**config.mk**
```make
export PLATFORM = sky130hd
export DESIGN_NAME = aes_round_ctrl_flat
export DESIGN_NICKNAME = d
export VERILOG_FILES = /design/src/rtl/aes_round_ctrl_if.sv /design/src/rtl/aes_round_ctrl.sv /design/src/flat_wrapper.sv
export SDC_FILE = /design/constraint.sdc
export NUM_CORES = 1
export LEC_CHECK = 0
export ABC_AREA = 1
export BUFFER_PORTS_ARGS = -buffer_cell sky130_fd_sc_hd__buf_2
export CELL_PAD_IN_SITES_DETAIL_PLACEMENT = 0
export CELL_PAD_IN_SITES_GLOBAL_PLACEMENT = 1
export CORE_ASPECT_RATIO = 1.4
export CORE_UTILIZATION = 23
export CTS_CLUSTER_SIZE = 25
export DETAILED_ROUTE_END_ITERATION = 8
export PLACE_DENSITY_LB_ADDON = 0.1
export SLEW_MARGIN = 0
export SYNTH_ARGS = -nofsm -noshare
export SYNTH_HDL_FRONTEND = slang
export SYNTH_SLANG_ARGS = --single-unit
export TNS_END_PERCENT = 50
```
**constraint.sdc**
```tcl
create_clock -name clk -period 2.8 [get_ports clk]
set_clock_uncertainty 0.15 [all_clocks]
set_input_delay 0.28 -clock clk [delete_from_list [all_inputs] [get_ports clk]]
set_output_delay 0.28 -clock clk [all_outputs]
set_load 0.02 [all_outputs]
```
**src/rtl/aes_round_ctrl_if.sv**
```systemverilog
// Load/done and round-control bundle between the AES sequencer and the SPI shifter / round datapath.
// master = sequencer side, slave = datapath/SPI side.
interface aes_round_ctrl_if;
    logic       load;
    logic       init_sel;
    logic       key_init;
    logic       key_step;
    logic       state_we;
    logic       mix_en;
    logic [3:0] round;
    logic [7:0] rcon;
    logic       busy;
    logic       done;

    modport master (
        input  load,
        output init_sel, key_init, key_step, state_we, mix_en, round, rcon, busy, done
    );

    modport slave (
        output load,
        input  init_sel, key_init, key_step, state_we, mix_en, round, rcon, busy, done
    );
endinterface

```
**src/rtl/aes_round_ctrl.sv**
```systemverilog
// AES-128 round sequencer: load falling edge -> INIT, NR rounds of ROUND_CYCLES clocks, then DONE.
// Optional macro LOAD_SYNC_EN adds a 2-flop synchronizer on load ahead of the edge detector.
module aes_round_ctrl #(
    parameter int NR           = 10,
    parameter int ROUND_CYCLES = 2
) (
    input  logic             clk,
    input  logic             reset_n,
    aes_round_ctrl_if.master bus
);

    typedef enum logic [2:0] {
        IDLE  = 3'd0,
        INIT  = 3'd1,
        ROUND = 3'd2,
        FINAL = 3'd3,
        DONE  = 3'd4
    } state_t;

    localparam logic [3:0] CNT_LAST = 4'(ROUND_CYCLES - 1);
    localparam logic [3:0] NR_L     = 4'(NR);

    function automatic logic [7:0] xtime(input logic [7:0] v);
        return {v[6:0], 1'b0} ^ (v[7] ? 8'h1B : 8'h00);
    endfunction

    state_t     state, state_nxt;
    logic [3:0] cnt, cnt_nxt;
    logic [3:0] round_r, round_nxt;
    logic [7:0] rcon_r, rcon_nxt;
    logic       load_s;
    logic       load_q;
    logic       start;
    logic       abort;
    logic       step_nxt;

    logic init_sel_r, key_init_r, key_step_r, state_we_r, mix_en_r, busy_r, done_r;

`ifdef LOAD_SYNC_EN
    logic load_m1, load_m2;

    always_ff @(posedge clk or negedge reset_n) begin
        if (!reset_n) begin
            load_m1 <= 1'b0;
            load_m2 <= 1'b0;
        end else begin
            load_m1 <= bus.load;
            load_m2 <= load_m1;
        end
    end

    assign load_s = load_m2;
`else
    assign load_s = bus.load;
`endif

    // load_q clears on reset, so a load held high across reset release yields no start
    always_ff @(posedge clk or negedge reset_n) begin
        if (!reset_n) load_q <= 1'b0;
        else          load_q <= load_s;
    end

    assign start = load_q & ~load_s;
    assign abort = load_s && (state == INIT || state == ROUND || state == FINAL);

    always_comb begin
        state_nxt = state;
        cnt_nxt   = cnt;
        round_nxt = round_r;
        rcon_nxt  = rcon_r;
        case (state)
            IDLE: begin
                cnt_nxt   = '0;
                round_nxt = '0;
                rcon_nxt  = 8'h01;
                if (start) state_nxt = INIT;
            end
            INIT: begin
                state_nxt = ROUND;
                cnt_nxt   = '0;
                round_nxt = 4'd1;
                rcon_nxt  = 8'h01;
            end
            ROUND: begin
                if (cnt == CNT_LAST) begin
                    cnt_nxt   = '0;
                    round_nxt = round_r + 4'd1;
                    rcon_nxt  = xtime(rcon_r);
                    if (round_r + 4'd1 == NR_L) state_nxt = FINAL;
                end else begin
                    cnt_nxt = cnt + 4'd1;
                end
            end
            FINAL: begin
                if (cnt == CNT_LAST) begin
                    cnt_nxt   = '0;
                    state_nxt = DONE;
                end else begin
                    cnt_nxt = cnt + 4'd1;
                end
            end
            DONE: begin
                if (load_s) begin
                    state_nxt = IDLE;
                    round_nxt = '0;
                    rcon_nxt  = 8'h01;
                end
            end
            default: state_nxt = IDLE;
        endcase
        if (abort) begin
            state_nxt = IDLE;
            cnt_nxt   = '0;
            round_nxt = '0;
            rcon_nxt  = 8'h01;
        end
    end

    // Outputs are decoded from the next state and registered, so they are clean flop outputs
    assign step_nxt = (state_nxt == ROUND || state_nxt == FINAL) && (cnt_nxt == CNT_LAST);

    always_ff @(posedge clk or negedge reset_n) begin
        if (!reset_n) begin
            state      <= IDLE;
            cnt        <= '0;
            round_r    <= '0;
            rcon_r     <= 8'h01;
            init_sel_r <= 1'b0;
            key_init_r <= 1'b0;
            key_step_r <= 1'b0;
            state_we_r <= 1'b0;
            mix_en_r   <= 1'b0;
            busy_r     <= 1'b0;
            done_r     <= 1'b0;
        end else begin
            state      <= state_nxt;
            cnt        <= cnt_nxt;
            round_r    <= round_nxt;
            rcon_r     <= rcon_nxt;
            init_sel_r <= (state_nxt == INIT);
            key_init_r <= (state_nxt == INIT);
            key_step_r <= step_nxt;
            state_we_r <= (state_nxt == INIT) || step_nxt;
            mix_en_r   <= (state_nxt == ROUND);
            busy_r     <= (state_nxt == INIT) || (state_nxt == ROUND) || (state_nxt == FINAL);
            done_r     <= (state_nxt == DONE);
        end
    end

    assign bus.init_sel = init_sel_r;
    assign bus.key_init = key_init_r;
    assign bus.key_step = key_step_r;
    assign bus.state_we = state_we_r;
    assign bus.mix_en   = mix_en_r;
    assign bus.round    = round_r;
    assign bus.rcon     = rcon_r;
    assign bus.busy     = busy_r;
    assign bus.done     = done_r;

endmodule

```
**src/flat_wrapper.sv**
```systemverilog
// flat-port wrapper written by rule: the top's interface ports become plain ports
module aes_round_ctrl_flat 
#(
    parameter int NR           = 10,
    parameter int ROUND_CYCLES = 2
)
  (clk, reset_n, bus_load, bus_init_sel, bus_key_init, bus_key_step, bus_state_we, bus_mix_en, bus_round, bus_rcon, bus_busy, bus_done);
  aes_round_ctrl_if bus_i ();
  input  logic clk;
  input  logic reset_n;
  input wire logic [$bits(bus_i.load)-1:0] bus_load;
  output wire logic [$bits(bus_i.init_sel)-1:0] bus_init_sel;
  output wire logic [$bits(bus_i.key_init)-1:0] bus_key_init;
  output wire logic [$bits(bus_i.key_step)-1:0] bus_key_step;
  output wire logic [$bits(bus_i.state_we)-1:0] bus_state_we;
  output wire logic [$bits(bus_i.mix_en)-1:0] bus_mix_en;
  output wire logic [$bits(bus_i.round)-1:0] bus_round;
  output wire logic [$bits(bus_i.rcon)-1:0] bus_rcon;
  output wire logic [$bits(bus_i.busy)-1:0] bus_busy;
  output wire logic [$bits(bus_i.done)-1:0] bus_done;
  assign bus_i.load = bus_load;
  assign bus_init_sel = bus_i.init_sel;
  assign bus_key_init = bus_i.key_init;
  assign bus_key_step = bus_i.key_step;
  assign bus_state_we = bus_i.state_we;
  assign bus_mix_en = bus_i.mix_en;
  assign bus_round = bus_i.round;
  assign bus_rcon = bus_i.rcon;
  assign bus_busy = bus_i.busy;
  assign bus_done = bus_i.done;
  aes_round_ctrl #(.NR(NR), .ROUND_CYCLES(ROUND_CYCLES)) u_core (.clk(clk), .reset_n(reset_n), .bus(bus_i));
endmodule
```
# Word level (Yosys, flattened, before mapping)
# Cells that the tools add are included.
dict set report totals {
  mem_count 0
  ramBits 0
  romBits 0
  reg_bits 26
  latchBits 0
  inputBits 3
  elab_cells 63
}
dict set report op_classes {
  n_div 0
  mux 19
  bitwise 3
  mul 0
  magnitude_cmp 0
  n_reduce_logical 15
  n_eq_ne 13
  shift 0
  add_sub_neg 2
}
# operator count
set op_table {}
lappend op_table {{8-bit 2-to-1 mux} 3}
lappend op_table {{8-bit one-hot mux with 3 select lines} 1}
lappend op_table {{4-bit 2-to-1 mux} 5}
lappend op_table {{3-bit 2-to-1 mux} 6}
lappend op_table {{4-bit one-hot mux with 4 select lines} 1}
lappend op_table {{3-bit one-hot mux with 5 select lines} 1}
lappend op_table {{3-bit by 2-bit == test with 1-bit output (second input constant)} 4}
lappend op_table {{4-bit by 1-bit adder with 4-bit output (second input constant)} 2}
lappend op_table {{4-bit by 1-bit == test with 1-bit output (second input constant)} 2}
lappend op_table {{4-bit one-hot mux with 2 select lines} 1}
lappend op_table {{8-bit XOR} 1}
lappend op_table {{3-bit by 1-bit == test with 1-bit output (second input constant)} 2}
lappend op_table {{3-bit == test (second input constant)} 2}
lappend op_table {{1-bit logical OR} 6}
lappend op_table {{3-bit by 2-bit != test with 1-bit output (second input constant)} 2}
lappend op_table {{3-bit AND reduction} 2}
lappend op_table {{5-bit 2-to-1 mux} 1}
lappend op_table {{5-bit nonzero test} 1}
lappend op_table {{4-bit == test (second input constant)} 1}
lappend op_table {{4-bit nonzero test} 1}
lappend op_table {{2-bit OR reduction} 2}
lappend op_table {{3-bit logical NOT} 1}
lappend op_table {{1-bit logical AND} 2}
lappend op_table {{1-bit AND} 1}
lappend op_table {{1-bit inverter} 1}

# Longest topological paths before layout
dict set report logic_depth {
  depth_word 10
  depth_mapped 10
  depth_no_buf 10
}

# Worst setup path after synthesis
# OpenSTA, ideal clock, no wires.
dict set report synth_path {
  path_kind {register to register}
  startpoint {reg u_core.round_r[0] (netlist: u_core.bus.round[0])}
  endpoint {reg u_core.busy_r (netlist: u_core.bus.busy)}
  stages_incl_launch_ff 8
  t_arrival_ps 1219
  setup_ps 118
  setup_slack_ps 1313
  cell_sequence {dfrtp_1 -> ha_1 -> xor2_1 -> nor2_1 -> nand3_1 -> nand3_1 -> nand2_1 -> nand2_1}
}
dict set report synth_via {
  elab_chain_len 9
  word_cells_on_any_way 11
  classes_between {add/sub: 1; eq/ne: 4; mux: 4; reduce/logical: 2}
}
# element line
set synth_lines {}
lappend synth_lines {{start: declaration} aes_round_ctrl.sv:29} ;# logic [3:0] round_r, round_nxt;
lappend synth_lines {{start signal: assignment} aes_round_ctrl.sv:138} ;# round_r <= round_nxt;
lappend synth_lines {{4-bit by 1-bit adder with 4-bit output (*)} aes_round_ctrl.sv:89} ;# if (round_r + 4'd1 == NR_L) state_nxt = FINAL;
lappend synth_lines {{4-bit == test (*)} aes_round_ctrl.sv:89}
lappend synth_lines {{3-bit 2-to-1 mux (*)} aes_round_ctrl.sv:89}
lappend synth_lines {{3-bit 2-to-1 mux (*)} aes_round_ctrl.sv:85} ;# if (cnt == CNT_LAST) begin
lappend synth_lines {{3-bit one-hot mux with 5 select lines (*)} aes_round_ctrl.sv:71} ;# case (state)
lappend synth_lines {{3-bit 2-to-1 mux (*)} aes_round_ctrl.sv:111} ;# if (abort) begin
lappend synth_lines {{3-bit by 1-bit == test with 1-bit output or 3-bit by 2-bit == test with 1-bit output (tied branches)} aes_round_ctrl.sv:145} ;# busy_r <= (state_nxt == INIT) || (state_nxt == ROUND) || (state_nxt == FINAL);
lappend synth_lines {{1-bit logical OR} aes_round_ctrl.sv:145}
lappend synth_lines {{1-bit logical OR (*)} aes_round_ctrl.sv:145}
lappend synth_lines {{end signal: assignment} aes_round_ctrl.sv:145}
lappend synth_lines {{end: declaration} aes_round_ctrl.sv:37} ;# logic init_sel_r, key_init_r, key_step_r, state_we_r, mix_en_r, busy_r, done_r;
# Mark *: on every way between the ends. The rest lies on a longest branch, timed or not.
# A chain may end at the register's enable or synchronous reset.

# Worst setup path after layout
dict set report layout_path {
  startpoint {in bus_load}
  endpoint {reg u_core.round_r[1] (netlist: u_core.bus.round[1])}
}
dict set report layout_via {
  elab_chain_len 3
  word_cells_on_any_way 6
  classes_between {eq/ne: 2; mux: 1; reduce/logical: 3}
}
# element line
set layout_lines {}
lappend layout_lines {{start: declaration} flat_wrapper.sv:11} ;# input wire logic [$bits(bus_i.load)-1:0] bus_load;
lappend layout_lines {{1-bit logical AND} aes_round_ctrl.sv:64} ;# assign abort = load_s && (state == INIT || state == ROUND || state == FINAL);
lappend layout_lines {{3-bit by 2-bit != test with 1-bit output (no line) or 5-bit nonzero test (tied branches)} -}
lappend layout_lines {{3-bit AND reduction (no line)} -}
# Parallel ways exist; a longest one is shown, timed or not.

==> results.py <==
metrics = {
    "global_routing": {
        "grt_max_degree": 27,
        "grt_pass1_vias": 1078,
        "grt-ovfl-total": 0,
        "gr-usage-all-layers_pct": 10.9,
        "antenna_found_initial": 0,
        "grt_pass1_wl_mm": 5.06,
    },
    "timing": {
        "setup_viol": 0,
        "slew_headroom_pct": 58.0,
        "rsz0062_at_grt": "no",
        "period_needed_ns": 2.09,
        "slew_viol_final": 0,
        "max_freq_mhz": 478,
        "tightest_slew_ns": 0.631,
        "fin_setup_tns_ns": 0,
        "period_share_pct": 74.6,
        "finalHoldViolCount": 0,
    },
    "cts": {
        "cts_tree": "done",
        "clk_path_buf_depth": 2,
        "insertion_delay_ns": 0.28,
        "hold_buffers": 2,
        "clock_sinks": 26,
        "cts_resized": 0,
        "cts_buffers": 3,
        "cts_setup_buffers": 0,
        "path_clk_slew_ns": 0.10,
        "cts-root-buf": "clkbuf_8",
        "cts-htree-levels": 1,
    },
    "finish": {
        "mostFrequentLayoutCells": "nand2_1 (33), dfrtp_1 (25), inv_1 (21), buf_2 (21), nand2_2 (14)",
        "areaGrowthSynthToFinish_pct": 17.3,
        "final_common_cell": "nand2_1",
        "utilization_pct": 27.9,
        "nets": 190,
        "diodes": 0,
        "layout-drive-gt1-share_pct": 33.0,
        "final_cells": 252,
    },
    "synth": {
        "ys_warn_count": 0,
        "synth_area_um2": 1390,
        "synth_top_area_share_pct": 45.2,
        "synth_nets": 167,
        "synth_top_cells_by_area": "dfrtp_1 (45%), nand2_1 (8.9%), o21ai_2 (7.0%)",
        "synth_top_cell_by_area": "dfrtp_1",
        "ys_seq_elements": 26,
        "syn_inst": 160,
        "seq_area_frac_synth_pct": 47.1,
        "synthDistinctLibCells": 23,
        "avgSynthCellArea_um2": 8.66,
    },
    "route": {
        "ant_nets": 0,
        "vias": 1050,
        "drt_iter0_markers": 34,
        "drt_wl_total_mm": 3.04,
        "drt-vias-per-instance": 4.17,
        "routedWlPerCell_um": 12.0,
        "drc": 0,
        "first_pass_iters": 4,
    },
    "worst_hold_path": {
        "hold_path.startpoint": "u_core.bus.rcon[0]$_DFFE_PN1P_",
        "min_to": "u_core.bus.rcon[0]$_DFFE_PN1P_",
        "hold_path.class": "reg2reg",
        "holdPathStages": 2,
    },
    "worst_setup_path": {
        "slowest_delay_ns": 0.53,
        "cp.buffers_inverters": 4,
        "crit_path_start_kind": "primary input",
        "cp_top_family": "buffers and inverters",
        "slowest_stage": "dlygate4sd3_1",
        "crit_arrival_ns": 2.12,
        "r2r_slack_ns": 0.78,
        "path_class": "in2reg",
        "crit_fanout": 21,
        "critPathCaptureType": "flop",
        "rr_worst_depth": 10,
        "r2r_end": "u_core.bus.round[1]$_DFFE_PN0P_",
        "cp_data_required_time_ns": 2.83,
        "r2r_start": "u_core.cnt[1]$_DFF_PN0_",
        "path_cells": "dlygate4sd3_1, buf_2, inv_1, nor2_1, nand2_2, nand3_2, nand2_2, inv_1, nand2_1, o21ai_1",
    },
    "power_and_ir_drop": {
        "vdd_drop_max_uv": 255,
        "p_leak_nw": 0.879,
        "power.density_nw_per_um2": 819,
        "power_mw": 1.33,
    },
    "place": {
        "dp_cells": 246,
        "port_buffers": 21,
        "dp_hpwl_mm": 2.34,
        "routabilityCongestion": 0.793,
    },
    "floorplanning": {
        "die_area_um2": 6340,
        "io_pins": 22,
        "row_count": 33,
        "die_h_um": 93.8,
        "die_w_um": 67.6,
        "initial_core_util_pct": 23.8,
        "coreArea_um2": 5820,
    },
    "status": {
        "status": "finished clean",
    },
    "flow_run": {
        "cap_viol_max_count": 0,
    },
}
worst max path at each step:
stage                                     from  slack, ns  depth (start not counted)                         endpoint
2_1_floorplan  u_core.bus.round[0]$_DFFE_PN0P_       1.31                          7        u_core.bus.busy$_DFF_PN0_
3_3_place_gp           u_core.cnt[1]$_DFF_PN0_       0.86                         10  u_core.bus.round[1]$_DFFE_PN0P_
3_5_place_dp           u_core.cnt[1]$_DFF_PN0_       0.78                         10  u_core.bus.round[1]$_DFFE_PN0P_
4_1_cts                               bus_load       0.66                         10  u_core.bus.round[1]$_DFFE_PN0P_
5_1_grt                               bus_load       0.52                         10  u_core.bus.round[1]$_DFFE_PN0P_
6_report                              bus_load       0.71                         10  u_core.bus.round[1]$_DFFE_PN0P_
logic make-up after synthesis:
logic type	after synthesis	synth area share, %
AND/OR/NAND/NOR	77	26.5
buffers and inverters	31	10.3
flip-flops	26	47.1
AO/OA/AOI/OAI	17	9.39
XOR/XNOR	5	3.16
adder cells (fa/ha/maj)	4	3.61
cells in the mapped netlist:
cell type and instances:
inv_1 21, clkinv_1 2, nor3_2 1, clkbuf_1 1
nor2_4 1, nand3_1 10, nand4_1 2, nor2_2 2
dfrtp_1 25, nand2_1 33, a21oi_1 2, nand3_2 1
o21ai_1 3, buf_4 1, o21ai_2 11, dfstp_2 1
inv_2 3, ha_1 4, nand2_2 14, nor2_1 13
xor2_1 5, a21oi_2 1, buf_6 3
sequential cells by signal, indices dropped and copies added, names as in the netlist:
name and flops:
u_core.bus.rcon 8, u_core.bus.round 4, u_core.cnt 4, u_core.state 3, u_core.bus.busy 1, u_core.bus.done 1, u_core.bus.init_sel 1, u_core.bus.key_step 1
u_core.bus.mix_en 1, u_core.bus.state_we 1, u_core.load_q 1
power breakdown:
part | leakage (nW) | switching [mW] | internal (mW)
clock network | 0.0357 | 0.129 | 0.192
registers | 0.349 | 0.0494 | 0.445
logic | 0.494 | 0.364 | 0.152
total | 0.879 | 0.542 | 0.789
routing by layer:
metal,part of all wire (%),wire [um],vias to the layer above,global-route usage (%)
met3,2.1,64,5,1.46
met2,55,1670,13,20.1
li1,-,-,533,-
met1,41,1240,499,11.7
met4,2.0,61,0,5.14
met5,0,0,-,0
worst reg2reg max path: stages, from the launching register on:
cell     delay [ns]
dfrtp_1        0.40
inv_1          0.06
ha_1           0.18
nand2_1        0.16
inv_1          0.08
nand2_1        0.08
nand3_2        0.07
nand2_2        0.45
inv_1          0.15
nand2_1        0.09
o21ai_1        0.05
metrics by stage:
step | area [um^2] | worst slack [ns] | hold slack, ns
after global routing | 1620 | 0.516 | 0.367
after floorplan | 1390 | 1.31 | -0.166
after detailed placement | 1530 | 0.781 | 0.198
after CTS | 1620 | 0.664 | 0.348
after global placement | 1530 | 0.857 | 0.182
final | 1620 | 0.710 | 0.347
layout make-up:
type	count	area (um^2)
fillers	635	4200
flip-flops and latches	26	652
multi-input cells	103	591
repair buffers	23	125
inverters	26	97.6
well taps	70	87.6
clock buffers	3	41.3
clock inverters	1	30.0
(Power assumes the default switching activity.)
